$ cat src/rtl/host_run_controller_pkg.sv
// Shared state codes and widths for the host run sequencer.
package host_ctrl_pkg;

    localparam int STATE_W       = 3;
    localparam int RUN_CNT_WIDTH = 8;

    typedef enum logic [STATE_W-1:0] {
        ST_IDLE      = 3'd0,
        ST_LOAD_IMEM = 3'd1,
        ST_LOAD_DMEM = 3'd2,
        ST_EXEC      = 3'd3,
        ST_UNLOAD    = 3'd4,
        ST_FINISH    = 3'd5,
        ST_ERROR     = 3'd6
    } state_e;

    function automatic logic is_busy(input state_e s);
        return (s == ST_LOAD_IMEM) || (s == ST_LOAD_DMEM) ||
               (s == ST_EXEC)      || (s == ST_UNLOAD);
    endfunction

endpackage

$ cat src/rtl/host_run_controller_if.sv
// Memory port bundle: UART and processor requests in, muxed memory ports out.
interface host_run_controller_if #(
    parameter int DATA_MEM_WIDTH      = 24,
    parameter int DATA_MEM_ADDR_WIDTH = 12,
    parameter int INS_MEM_ADDR_WIDTH  = 8
);
    logic [DATA_MEM_ADDR_WIDTH-1:0] uart_dmem_addr, proc_dmem_addr, dmem_addr;
    logic                           uart_dmem_we, proc_dmem_we, dmem_we;
    logic [DATA_MEM_WIDTH-1:0]      uart_dmem_wdata, proc_dmem_wdata, dmem_wdata;
    logic [INS_MEM_ADDR_WIDTH-1:0]  uart_imem_addr, proc_imem_addr, imem_addr;
    logic                           uart_imem_we, imem_we;

    // master: the controller that owns the memory ports
    modport master (
        input  uart_dmem_addr, uart_dmem_we, uart_dmem_wdata,
        input  proc_dmem_addr, proc_dmem_we, proc_dmem_wdata,
        input  uart_imem_addr, proc_imem_addr, uart_imem_we,
        output dmem_addr, dmem_we, dmem_wdata, imem_addr, imem_we
    );

    modport slave (
        output uart_dmem_addr, uart_dmem_we, uart_dmem_wdata,
        output proc_dmem_addr, proc_dmem_we, proc_dmem_wdata,
        output uart_imem_addr, proc_imem_addr, uart_imem_we,
        input  dmem_addr, dmem_we, dmem_wdata, imem_addr, imem_we
    );
endinterface

$ cat src/rtl/host_run_controller_counter.sv
// Saturating execution cycle counter with a look-ahead timeout compare.
module run_cycle_counter #(
    parameter int CNT_WIDTH      = 26,
    parameter int TIMEOUT_CYCLES = 0
) (
    input  logic                 clk,
    input  logic                 rstN,
    input  logic                 clr_i,
    input  logic                 en_i,
    output logic [CNT_WIDTH-1:0] count_o,
    output logic                 hit_o
);
    logic [CNT_WIDTH-1:0] count_q, count_d;

    always_comb begin
        count_d = count_q;
        if (clr_i)
            count_d = '0;
        else if (en_i && (count_q != '1))
            count_d = count_q + CNT_WIDTH'(1);
    end

    always_ff @(posedge clk) begin
        if (!rstN) count_q <= '0;
        else       count_q <= count_d;
    end

    assign count_o = count_q;

    // Compare the next value so the FSM leaves EXEC with the count frozen at the limit.
    if (TIMEOUT_CYCLES == 0) begin : g_no_timeout
        assign hit_o = 1'b0;
    end else begin : g_timeout
        assign hit_o = en_i && !clr_i && (count_d == CNT_WIDTH'(TIMEOUT_CYCLES));
    end

endmodule

$ cat src/rtl/host_run_controller.sv
// Run sequencer: load imem, load dmem, execute, unload; owns and muxes both memory ports.
module host_run_controller
    import host_ctrl_pkg::*;
#(
    parameter int DATA_MEM_WIDTH      = 24,
    parameter int DATA_MEM_ADDR_WIDTH = 12,
    parameter int INS_WIDTH           = 8,
    parameter int INS_MEM_ADDR_WIDTH  = 8,
    parameter int CNT_WIDTH           = 26,
    parameter int TIMEOUT_CYCLES      = 0
) (
    input  logic                     clk,
    input  logic                     rstN,
    input  logic                     start,
    input  logic                     abort,
    input  logic                     reload_imem,
    input  logic                     imem_rx_done,
    input  logic                     dmem_rx_done,
    input  logic                     proc_done,
    input  logic                     dmem_tx_done,
    input  logic                     new_byte,
    output logic                     new_ins_byte,
    output logic                     new_data_byte,
    host_run_controller_if.master    mem_bus,
    output logic                     proc_start,
    output logic                     tx_start,
    output logic [STATE_W-1:0]       state,
    output logic                     busy,
    output logic                     error,
    output logic [CNT_WIDTH-1:0]     cycle_count,
    output logic [RUN_CNT_WIDTH-1:0] run_count
);
    localparam logic [DATA_MEM_ADDR_WIDTH-1:0] DADDR_ZERO = '0;
    localparam logic [DATA_MEM_WIDTH-1:0]      DDATA_ZERO = '0;
    localparam logic [INS_MEM_ADDR_WIDTH-1:0]  IADDR_ZERO = '0;

    if (INS_WIDTH < 1) begin : g_bad_ins_width
        $error("INS_WIDTH must be positive");
    end

    state_e                   state_q;
    logic                     proc_start_q, tx_start_q;
    logic [RUN_CNT_WIDTH-1:0] run_count_q;
    logic                     cnt_clr, cnt_en, cnt_hit;

    assign cnt_clr = (state_q == ST_LOAD_DMEM) && dmem_rx_done && !abort;
    assign cnt_en  = (state_q == ST_EXEC);

    run_cycle_counter #(
        .CNT_WIDTH      (CNT_WIDTH),
        .TIMEOUT_CYCLES (TIMEOUT_CYCLES)
    ) u_cycle_counter (
        .clk     (clk),
        .rstN    (rstN),
        .clr_i   (cnt_clr),
        .en_i    (cnt_en),
        .count_o (cycle_count),
        .hit_o   (cnt_hit)
    );

    always_ff @(posedge clk) begin
        if (!rstN) begin
            state_q      <= ST_IDLE;
            proc_start_q <= 1'b0;
            tx_start_q   <= 1'b0;
            run_count_q  <= '0;
        end else begin
            proc_start_q <= 1'b0;
            tx_start_q   <= 1'b0;
            if (abort && (state_q != ST_IDLE)) begin
                state_q <= ST_IDLE;
            end else begin
                case (state_q)
                    ST_IDLE:      if (start) state_q <= ST_LOAD_IMEM;
                    ST_LOAD_IMEM: if (imem_rx_done) state_q <= ST_LOAD_DMEM;
                    ST_LOAD_DMEM: if (dmem_rx_done) begin
                        state_q      <= ST_EXEC;
                        proc_start_q <= 1'b1;
                    end
                    ST_EXEC: if (proc_done) begin
                        state_q    <= ST_UNLOAD;
                        tx_start_q <= 1'b1;
                    end else if (cnt_hit) begin
                        state_q <= ST_ERROR;
                    end
                    ST_UNLOAD: if (dmem_tx_done) begin
                        state_q     <= ST_FINISH;
                        run_count_q <= run_count_q + RUN_CNT_WIDTH'(1);
                    end
                    // Repeat runs keep the already-loaded program unless asked otherwise.
                    ST_FINISH: if (start) state_q <= reload_imem ? ST_LOAD_IMEM : ST_LOAD_DMEM;
                    ST_ERROR:  if (start) state_q <= ST_IDLE;
                    default:   state_q <= ST_IDLE;
                endcase
            end
        end
    end

    always_comb begin
        mem_bus.dmem_addr  = DADDR_ZERO;
        mem_bus.dmem_we    = 1'b0;
        mem_bus.dmem_wdata = DDATA_ZERO;
        mem_bus.imem_addr  = IADDR_ZERO;
        mem_bus.imem_we    = 1'b0;
        case (state_q)
            ST_LOAD_IMEM: begin
                mem_bus.imem_addr = mem_bus.uart_imem_addr;
                mem_bus.imem_we   = mem_bus.uart_imem_we;
            end
            ST_LOAD_DMEM, ST_UNLOAD: begin
                mem_bus.dmem_addr  = mem_bus.uart_dmem_addr;
                mem_bus.dmem_we    = mem_bus.uart_dmem_we;
                mem_bus.dmem_wdata = mem_bus.uart_dmem_wdata;
            end
            ST_EXEC: begin
                mem_bus.dmem_addr  = mem_bus.proc_dmem_addr;
                mem_bus.dmem_we    = mem_bus.proc_dmem_we;
                mem_bus.dmem_wdata = mem_bus.proc_dmem_wdata;
                mem_bus.imem_addr  = mem_bus.proc_imem_addr;
            end
            default: ;
        endcase
    end

    assign new_ins_byte  = new_byte && (state_q == ST_LOAD_IMEM);
    assign new_data_byte = new_byte && (state_q == ST_LOAD_DMEM);
    assign proc_start    = proc_start_q;
    assign tx_start      = tx_start_q;
    assign state         = state_q;
    assign busy          = is_busy(state_q);
    assign error         = (state_q == ST_ERROR);
    assign run_count     = run_count_q;

endmodule

$ cat src/flat_wrapper.sv
// flat-port wrapper written by rule: the top's interface ports become plain ports
module host_run_controller_flat import host_ctrl_pkg::*;
#(
    parameter int DATA_MEM_WIDTH      = 24,
    parameter int DATA_MEM_ADDR_WIDTH = 12,
    parameter int INS_WIDTH           = 8,
    parameter int INS_MEM_ADDR_WIDTH  = 8,
    parameter int CNT_WIDTH           = 26,
    parameter int TIMEOUT_CYCLES      = 0
)
  (clk, rstN, start, abort, reload_imem, imem_rx_done, dmem_rx_done, proc_done, dmem_tx_done, new_byte, new_ins_byte, new_data_byte, proc_start, tx_start, state, busy, error, cycle_count, run_count, mem_bus_uart_dmem_addr, mem_bus_uart_dmem_we, mem_bus_uart_dmem_wdata, mem_bus_proc_dmem_addr, mem_bus_proc_dmem_we, mem_bus_proc_dmem_wdata, mem_bus_uart_imem_addr, mem_bus_proc_imem_addr, mem_bus_uart_imem_we, mem_bus_dmem_addr, mem_bus_dmem_we, mem_bus_dmem_wdata, mem_bus_imem_addr, mem_bus_imem_we);
  host_run_controller_if #(.DATA_MEM_WIDTH(DATA_MEM_WIDTH), .DATA_MEM_ADDR_WIDTH(DATA_MEM_ADDR_WIDTH), .INS_MEM_ADDR_WIDTH(INS_MEM_ADDR_WIDTH)) mem_bus_i ();
  input  logic clk;
  input  logic rstN;
  input  logic start;
  input  logic abort;
  input  logic reload_imem;
  input  logic imem_rx_done;
  input  logic dmem_rx_done;
  input  logic proc_done;
  input  logic dmem_tx_done;
  input  logic new_byte;
  output logic new_ins_byte;
  output logic new_data_byte;
  output logic proc_start;
  output logic tx_start;
  output logic [STATE_W-1:0] state;
  output logic busy;
  output logic error;
  output logic [CNT_WIDTH-1:0] cycle_count;
  output logic [RUN_CNT_WIDTH-1:0] run_count;
  input wire logic [$bits(mem_bus_i.uart_dmem_addr)-1:0] mem_bus_uart_dmem_addr;
  input wire logic [$bits(mem_bus_i.uart_dmem_we)-1:0] mem_bus_uart_dmem_we;
  input wire logic [$bits(mem_bus_i.uart_dmem_wdata)-1:0] mem_bus_uart_dmem_wdata;
  input wire logic [$bits(mem_bus_i.proc_dmem_addr)-1:0] mem_bus_proc_dmem_addr;
  input wire logic [$bits(mem_bus_i.proc_dmem_we)-1:0] mem_bus_proc_dmem_we;
  input wire logic [$bits(mem_bus_i.proc_dmem_wdata)-1:0] mem_bus_proc_dmem_wdata;
  input wire logic [$bits(mem_bus_i.uart_imem_addr)-1:0] mem_bus_uart_imem_addr;
  input wire logic [$bits(mem_bus_i.proc_imem_addr)-1:0] mem_bus_proc_imem_addr;
  input wire logic [$bits(mem_bus_i.uart_imem_we)-1:0] mem_bus_uart_imem_we;
  output wire logic [$bits(mem_bus_i.dmem_addr)-1:0] mem_bus_dmem_addr;
  output wire logic [$bits(mem_bus_i.dmem_we)-1:0] mem_bus_dmem_we;
  output wire logic [$bits(mem_bus_i.dmem_wdata)-1:0] mem_bus_dmem_wdata;
  output wire logic [$bits(mem_bus_i.imem_addr)-1:0] mem_bus_imem_addr;
  output wire logic [$bits(mem_bus_i.imem_we)-1:0] mem_bus_imem_we;
  assign mem_bus_i.uart_dmem_addr = mem_bus_uart_dmem_addr;
  assign mem_bus_i.uart_dmem_we = mem_bus_uart_dmem_we;
  assign mem_bus_i.uart_dmem_wdata = mem_bus_uart_dmem_wdata;
  assign mem_bus_i.proc_dmem_addr = mem_bus_proc_dmem_addr;
  assign mem_bus_i.proc_dmem_we = mem_bus_proc_dmem_we;
  assign mem_bus_i.proc_dmem_wdata = mem_bus_proc_dmem_wdata;
  assign mem_bus_i.uart_imem_addr = mem_bus_uart_imem_addr;
  assign mem_bus_i.proc_imem_addr = mem_bus_proc_imem_addr;
  assign mem_bus_i.uart_imem_we = mem_bus_uart_imem_we;
  assign mem_bus_dmem_addr = mem_bus_i.dmem_addr;
  assign mem_bus_dmem_we = mem_bus_i.dmem_we;
  assign mem_bus_dmem_wdata = mem_bus_i.dmem_wdata;
  assign mem_bus_imem_addr = mem_bus_i.imem_addr;
  assign mem_bus_imem_we = mem_bus_i.imem_we;
  host_run_controller #(.DATA_MEM_WIDTH(DATA_MEM_WIDTH), .DATA_MEM_ADDR_WIDTH(DATA_MEM_ADDR_WIDTH), .INS_WIDTH(INS_WIDTH), .INS_MEM_ADDR_WIDTH(INS_MEM_ADDR_WIDTH), .CNT_WIDTH(CNT_WIDTH), .TIMEOUT_CYCLES(TIMEOUT_CYCLES)) u_core (.clk(clk), .rstN(rstN), .start(start), .abort(abort), .reload_imem(reload_imem), .imem_rx_done(imem_rx_done), .dmem_rx_done(dmem_rx_done), .proc_done(proc_done), .dmem_tx_done(dmem_tx_done), .new_byte(new_byte), .new_ins_byte(new_ins_byte), .new_data_byte(new_data_byte), .mem_bus(mem_bus_i), .proc_start(proc_start), .tx_start(tx_start), .state(state), .busy(busy), .error(error), .cycle_count(cycle_count), .run_count(run_count));
endmodule
$ cat config.mk
export PLATFORM = sky130hd
export DESIGN_NAME = host_run_controller_flat
export DESIGN_NICKNAME = d
export VERILOG_FILES = /design/src/rtl/host_run_controller_pkg.sv /design/src/rtl/host_run_controller_if.sv /design/src/rtl/host_run_controller_counter.sv /design/src/rtl/host_run_controller.sv /design/src/flat_wrapper.sv
export SDC_FILE = /design/constraint.sdc
export NUM_CORES = 1
export LEC_CHECK = 0
export CAP_MARGIN = 25
export CELL_PAD_IN_SITES_DETAIL_PLACEMENT = 0
export CELL_PAD_IN_SITES_GLOBAL_PLACEMENT = 1
export CORE_ASPECT_RATIO = 2
export CORE_MARGIN = 2
export CORE_UTILIZATION = 20
export CTS_CLUSTER_DIAMETER = 120
export DETAILED_ROUTE_END_ITERATION = 8
export PLACE_DENSITY_LB_ADDON = 0.1
export SLEW_MARGIN = 15
export SYNTH_ARGS = -nofsm -noshare
export SYNTH_HDL_FRONTEND = slang
export SYNTH_SLANG_ARGS = --single-unit
$ cat constraint.sdc
create_clock -name clk -period 2.1 [get_ports clk]
set_input_delay 0.42 -clock clk [delete_from_list [all_inputs] [get_ports clk]]
set_output_delay 0.42 -clock clk [all_outputs]
set_load 0.01 [all_outputs]
==> impl_metrics.tcl, run 1 <==
set metrics [dict create \
    status "completed" \
    switchingPower_uw 543 \
    final_core_util_pct 41.6 \
    vdd_drop_max_v 0.000339 \
    netlist_area_mm2 0.00245 \
    ys_seq_area_share_pct 31.9 \
    yosysWarnings 0 \
    crit_path_start_kind "register" \
    die_width_um 82.2 \
    core-area_mm2 0.0121 \
    finalPower_uw 2140 \
    rr_worst_depth 5 \
    die_area_mm2 0.0132 \
    hp-class "register to register" \
    grt_start_max_net_pins 25 \
    drv_slew 0 \
    syn-instance-count 299 \
    synth-edff-count 0 \
    synth_cell_types 45 \
    clk_pin_slew_ps 60 \
    grt.total_usage_pct 17.8 \
    numClockSinks 39 \
    finalNetCount 633 \
    clk_latency_ps 280 \
    dp_hpwl_mm 9.24 \
    cts_root_buf "clkbuf_16" \
    initial_core_util_pct 20.3 \
    die_h_um 160 \
    initialDrtViolationCount 84 \
    grt_pass1_wl_mm 17.8 \
    synth_nets 402 \
    final_hold_viol_count 0 \
    pwr-share-comb_pct 26.8 \
    vias 3395 \
    worstPathArrival_ps 1620 \
    rr_endpoint "u_core.u_cycle_counter.count_o[21]" \
    crit_start "u_core.state[1]" \
    ys_ff_latch 39 \
    fin_crit_sh_pct 97.3 \
    cts_tree "yes" \
    num-fill-cells 1247 \
    cap_violations 0 \
    placementRows 57 \
    hold_buffers 0 \
    routabilityCongestion 0.790 \
    fin_crit_ps 2040 \
    antenna_cells 0 \
    postRouteAntennaNets 0 \
    first_pass_iters 4 \
    endpoint "mem_bus_dmem_addr[11]" \
    endpoint_kind "output port" \
    io_pins 190 \
    critPathRequiredTime_ps 1680 \
    seqPwrFrac_pct 35.1 \
    power.leakage_uw 0.00199 \
    drc_errors 0 \
    via_per_inst 5.01 \
    cts_buffer_depth 2 \
    grt_overflow 0 \
    critPathMaxFanout 10 \
    r2r_slack_ps 80 \
    ctsHtreeMaxLevel 2 \
    io_buffers 189 \
    syn2layout_area_growth_pct 105 \
    final_layout_size_suffix_gt1_share_pct 21.8 \
    pwr-share-clk_pct 38.1 \
    switching_share_pct 25.3 \
    syn_area_per_cell_um2 8.19 \
    timing.rr.start "u_core.u_cycle_counter.count_o[2]" \
    numCtsBuffers 5 \
    cell_internal_pwr_uw 1600 \
    max_slew.worst_pin.slew_ps 499 \
    wl_per_cell_um 17.5 \
    antenna_found_initial 0 \
    setup_viol 0 \
    wirelength_mm 11.8 \
    grt_pass1_vias 3464 \
    fmax_mhz 489 \
    max_slew_margin_pct 66.5 \
    fin_skew_ps 4.85 \
    ys.flop_type "dfxtp_1" \
    synthArstFlopShare_pct 0 \
    pwr_density_cell_mw_per_mm2 427 \
    crit_type "register to output port" \
]
-- synth_stat cells, types with 2 or more instances --
master    number  share of area (%)
o21ai_1        2               0.41
dfxtp_1       39                 32
o311ai_0       3                1.1
and3b_1        2               0.72
or4_1          8                2.5
nor4_1         3               0.77
o211ai_1       3               0.92
and3_1         5                1.3
a21oi_1       21                4.3
nor3_1         5                1.0
nor2_1        14                2.1
and4_1         5                1.8
o31ai_1        5                1.5
and2_1        11                2.8
o32ai_1        2               0.72
inv_1          2               0.31
a22o_1        45                 16
clkbuf_1      18                2.8
o21ai_0       12                2.5
or3_1         10                2.6
mux2i_1        2               0.82
nand3_1        9                1.8
ha_1           2                1.0
a31oi_1        3               0.77
nand2b_1       3               0.77
xnor2_1        9                3.2
nor2b_1        2               0.51
nand4_1       14                3.6
o41ai_1        2               0.72
nand2_1       22                3.4
xor2_1         2               0.72
-- area by class of cell --
cell class	instances	area (um2)	share of cell area [%]
timing repair buffer	243	2210	44.0
multi-input combinational	239	1670	33.2
sequential	39	791	15.8
tap	147	184	3.67
clock buffer	7	153	3.04
clock inverter	1	7.51	0.150
inverter	2	7.51	0.150
-- registers in the layout (all words and copies together) (netlist names) --
signal and count:
u_core.proc_start 1, u_core.run_count 8, u_core.state 3, u_core.tx_start 1, u_core.u_cycle_counter.count_o 26
-- worst max-delay path: stages (launching register included) --
cell,delay (ps)
dfxtp_4,390
nand2b_4,150
a21oi_4,60
buf_4,140
buf_12,130
a22o_1,230
clkdlybuf4s15_1,240
-- cells in the final DEF (no fill, tap or decap), types with 4 or more instances in the layout --
| cell | Yosys | layout |
|---|---|---|
| and4_1 | 5 | 5 |
| o21ai_0 | 12 | 12 |
| and2_1 | 11 | 11 |
| clkdlybuf4s50_1 | 0 | 139 |
| or3_1 | 10 | 9 |
| dfxtp_1 | 39 | 35 |
| dlygate4sd2_1 | 0 | 5 |
| buf_6 | 0 | 4 |
| a22o_1 | 45 | 45 |
| nand3_1 | 9 | 9 |
| xnor2_1 | 9 | 9 |
| nor3_1 | 5 | 5 |
| clkdlybuf4s15_1 | 0 | 9 |
| or4_1 | 8 | 7 |
| buf_4 | 0 | 45 |
| and3_1 | 5 | 5 |
| a21oi_1 | 21 | 19 |
| clkbuf_2 | 0 | 9 |
| nand4_1 | 14 | 14 |
| o31ai_1 | 5 | 5 |
| nand2_1 | 22 | 22 |
| clkbuf_16 | 0 | 5 |
| nor2_1 | 14 | 13 |
| buf_2 | 1 | 27 |
-- cells by family (layout without fill, tap and decap cells) --
family,after synthesis,in the layout,share of synthesized area (%)
and+or+nand+nor,118,119,27.6
AOI/OAI and AO/OA,105,105,31.3
DFF,39,39,31.9
buffers and inverters,22,253,3.42
xor gates and xnor gates,11,11,3.94
adders and majority gates,2,2,1.02
muxes,2,2,0.818
-- through the flow --
stage	instances	setup slack, ps	setup TNS [ps]	hold slack [ps]	area, um2
after floorplan	299	107	0	511	2450
after global placement	655	-18.0	-34.9	502	4790
after detailed placement	655	-0.606	-0.606	514	4790
after CTS	677	1.78	0	525	5030
after global routing	678	-22.0	-22.1	567	5020
final	678	56.8	0	515	5020
-- what timing repair did --
| action | in CTS | in global routing |
|---|---|---|
| gates resized for setup | 156 | 28 |
| endpoints found under the setup margin | 51 | 61 |
| pin swaps | 2 | 11 |
| buffers inserted | 9 | 2 |
| gates cloned | 5 | 0 |
-- power by group through the flow --
stage               combinational (uW)  sequential, uW  clock (uW)
global placement                   576             766           0
CTS                                586             751         848
detailed placement                 571             766           0
global route                       614             752         870
floorplan                          171             771           0
finish                             574             752         817
-- worst min path at each step --
stage / startpoint / endpoint / slack, ps / cells after the start
floorplan: u_core.u_cycle_counter.count_o[22] / u_core.u_cycle_counter.count_o[22] / 510 / 2
global placement: u_core.u_cycle_counter.count_o[1] / u_core.u_cycle_counter.count_o[1] / 500 / 2
detailed placement: u_core.u_cycle_counter.count_o[1] / u_core.u_cycle_counter.count_o[1] / 510 / 2
CTS: u_core.u_cycle_counter.count_o[1] / u_core.u_cycle_counter.count_o[1] / 530 / 2
global route: u_core.u_cycle_counter.count_o[21] / u_core.u_cycle_counter.count_o[21] / 570 / 2
finish: u_core.u_cycle_counter.count_o[1] / u_core.u_cycle_counter.count_o[1] / 510 / 2
-- per-layer routing --
| metal | up-vias | GRT usage, % | part of all wire, % |
|---|---|---|---|
| met3 | 12 | 3.82 | 7.7 |
| met4 | 0 | 6.36 | 2.3 |
| met1 | 1565 | 18.3 | 35 |
| li1 | 1637 | - | - |
| met5 | - | 0 | 0 |
| met2 | 181 | 33.6 | 55 |
(Power assumes the default switching activity.)
==> run 2: changes to the inputs <==
--- a/config.mk
+++ b/config.mk
@@ -13,6 +13,7 @@
 export CORE_UTILIZATION = 20
 export CTS_CLUSTER_DIAMETER = 120
 export DETAILED_ROUTE_END_ITERATION = 8
+export MAX_ROUTING_LAYER = met4
 export PLACE_DENSITY_LB_ADDON = 0.1
 export SLEW_MARGIN = 15
 export SYNTH_ARGS = -nofsm -noshare
==> constraint.sdc (replaced) <==
create_clock -name clk -period 2.1 [get_ports clk]
set_input_delay 0.42 -clock clk [delete_from_list [all_inputs] [get_ports clk]]
set_output_delay 0.42 -clock clk [all_outputs]
set_load 0.05 [all_outputs]
==> run 2 against run 1 <==
The run now ends with negative setup slack left. Worst hold slack worse by 7.8 ps. Non-clock buffer count down 13. Setup slack lost 110 ps. Clock-buffer cell count fell by 2. Register-to-register slack about the same. Clock power up 25%. Sequential cell count stayed put. Via count is 1.1% lower. Total power rose by 31%. Critical path depth unchanged. Combinational power rose by 79%. Critical path type unchanged. Highest routed layer unchanged.
==> impl_metrics.tcl, run 2 (same netlist as run 1, synthesis figures left out) <==
set metrics [dict create \
    die_area_mm2 0.0132 \
    routed.top_layer "met4" \
    finalPower_uw 2800 \
    wl_met2_mm 7.70 \
    cap_violations 0 \
    max_slew_margin_pct 63.5 \
    pwr_density_cell_mw_per_mm2 479 \
    hp-class "register to register" \
    clk_latency_ps 290 \
    fin_skew_ps 6.41 \
    clk_pin_slew_ps 60 \
    initialDrtViolationCount 128 \
    io_buffers 189 \
    final_layout_size_suffix_gt1_share_pct 33.1 \
    worstPathArrival_ps 1730 \
    dp_slack_ps 101 \
    crit_path_start_kind "register" \
    failed_checks "negative setup slack" \
    dp_hpwl_mm 10.8 \
    power.leakage_uw 0.00229 \
    grt_start_max_net_pins 32 \
    cts_buffer_depth 2 \
    cts_tree "yes" \
    crit_chain "buf_8 > buf_6 > and3b_2 > buf_12 > a22o_1 > buf_12" \
    crit_path_frequent_cell "buf_12" \
    antenna_found_initial 2 \
    fin_ws_ps -53.8 \
    setup_tns_ps -795 \
    fin_crit_ps 2150 \
    placementRows 57 \
    critPathBufInv 4 \
    critPathMaxFanout 31 \
    r2r_slack_ps 80 \
    dpl_cell_area_mm2 0.00529 \
    critPathMaxStageDelay_ps 330 \
    syn2layout_area_growth_pct 139 \
    wl_met3_mm 1.03 \
    ctsHtreeMaxLevel 2 \
    max_slew.worst_pin.slew_ps 546 \
    crit_type "register to output port" \
    grt.total_usage_pct 21.1 \
    status "complete, but fails checks" \
    setup_viol 33 \
    final_common_cell "clkdlybuf4s50_1" \
    initial_core_util_pct 20.3 \
    die_h_um 160 \
    die_width_um 82.2 \
    grt_pass1_wl_mm 20.1 \
    largest_register_ffs 26 \
    cp_slowest_cell "dfxtp_2" \
    met1Wirelength_mm 4.64 \
    io_pins 190 \
    first_pass_iters 4 \
    drv_slew 0 \
    wl_per_cell_um 20.7 \
    final_cell_mix "126 x clkdlybuf4s50_1, 51 x buf_12, 43 x buf_4, 28 x a22o_4, 26 x dfxtp_1" \
    vias 3358 \
    vdd_drop_max_v 0.000499 \
    path_delay_family "buffers and inverters" \
    critPathRequiredTime_ps 1680 \
    routabilityCongestion 0.827 \
    core-area_mm2 0.0121 \
    postRouteAntennaNets 0 \
    drc_errors 0 \
    rsz0062_at_grt "true" \
    numCtsBuffers 5 \
    finalNetCount 619 \
    numClockSinks 39 \
    fin_crit_sh_pct 103 \
    endpoint_kind "output port" \
    grt_overflow 0 \
    final_hold_viol_count 0 \
    grt_pass1_vias 3353 \
    fmax_mhz 464 \
    num-fill-cells 1119 \
    wirelength_mm 13.8 \
    final_core_util_pct 48.5 \
    via_per_inst 5.04 \
    hold_buffers 0 \
    final_area_mm2 0.00584 \
    cts_root_buf "clkbuf_16" \
]
==> run 2: cell types whose count changed in the layout (fill, tap and decap cells not counted), moves of 11 or more <==
cell,previous run,this run
a22o_1,45,10
a22o_4,0,28
buf_12,3,51
buf_2,27,0
clkdlybuf4s50_1,139,126
dfxtp_2,2,13
==> run 2: where the power goes <==
part           leakage, uW  switching (uW)  total, uW  internal (uW)
clock network    0.0000959             330       1020            689
logic              0.00187             478       1030            553
registers         0.000321            4.03        750            746
==> run 2: cell type report <==
class	count	area, um2	area share [%]
Antenna cell	2	5.00	0.0857
Clock buffer	5	125	2.14
Clock inverter	3	71.3	1.22
Inverter	2	7.51	0.128
Multi-Input combinational cell	238	1890	32.4
Sequential cell	39	797	13.6
Tap cell	147	184	3.15
Timing Repair Buffer	230	2760	47.3
==> run 2: timing repair <==
action / in CTS / in global routing
endpoints found under the setup margin: 45 / 54
gates cloned: 3 / 0
resized for setup: 28 / 14
setup buffers: 8 / 2
pin swaps: 8 / 0
==> run 2: worst min-delay path, delay by kind of cell (launching register included) <==
kind,cells,cell delay [ps]
AO/OA/AOI/OAI,1,60
flip-flops,1,340
AND/OR/NAND/NOR,1,60
==> run 2: worst paths after layout <==
kind,start,depth (start not counted),end
max,u_core.state[1],6,mem_bus_imem_addr[3]
min,u_core.u_cycle_counter.count_o[1],2,u_core.u_cycle_counter.count_o[1]
max reg2reg,u_core.state[2],5,u_core.u_cycle_counter.count_o[21]
min reg2reg,u_core.u_cycle_counter.count_o[1],2,u_core.u_cycle_counter.count_o[1]
==> run 2: through the flow <==
| step | instances | hold slack [ps] |
|---|---|---|
| after floorplan | 299 | 557 |
| after global placement | 645 | 475 |
| after detailed placement | 645 | 507 |
| after CTS | 664 | 515 |
| after global routing | 666 | 532 |
| final | 666 | 507 |
==> run 2: layer usage <==
layer / vias up / GRT usage (%)
met2: 131 / 38.1
met5: - / -
li1: 1611 / -
met3: 21 / 5.34
met1: 1595 / 20.4
met4: 0 / 8.48
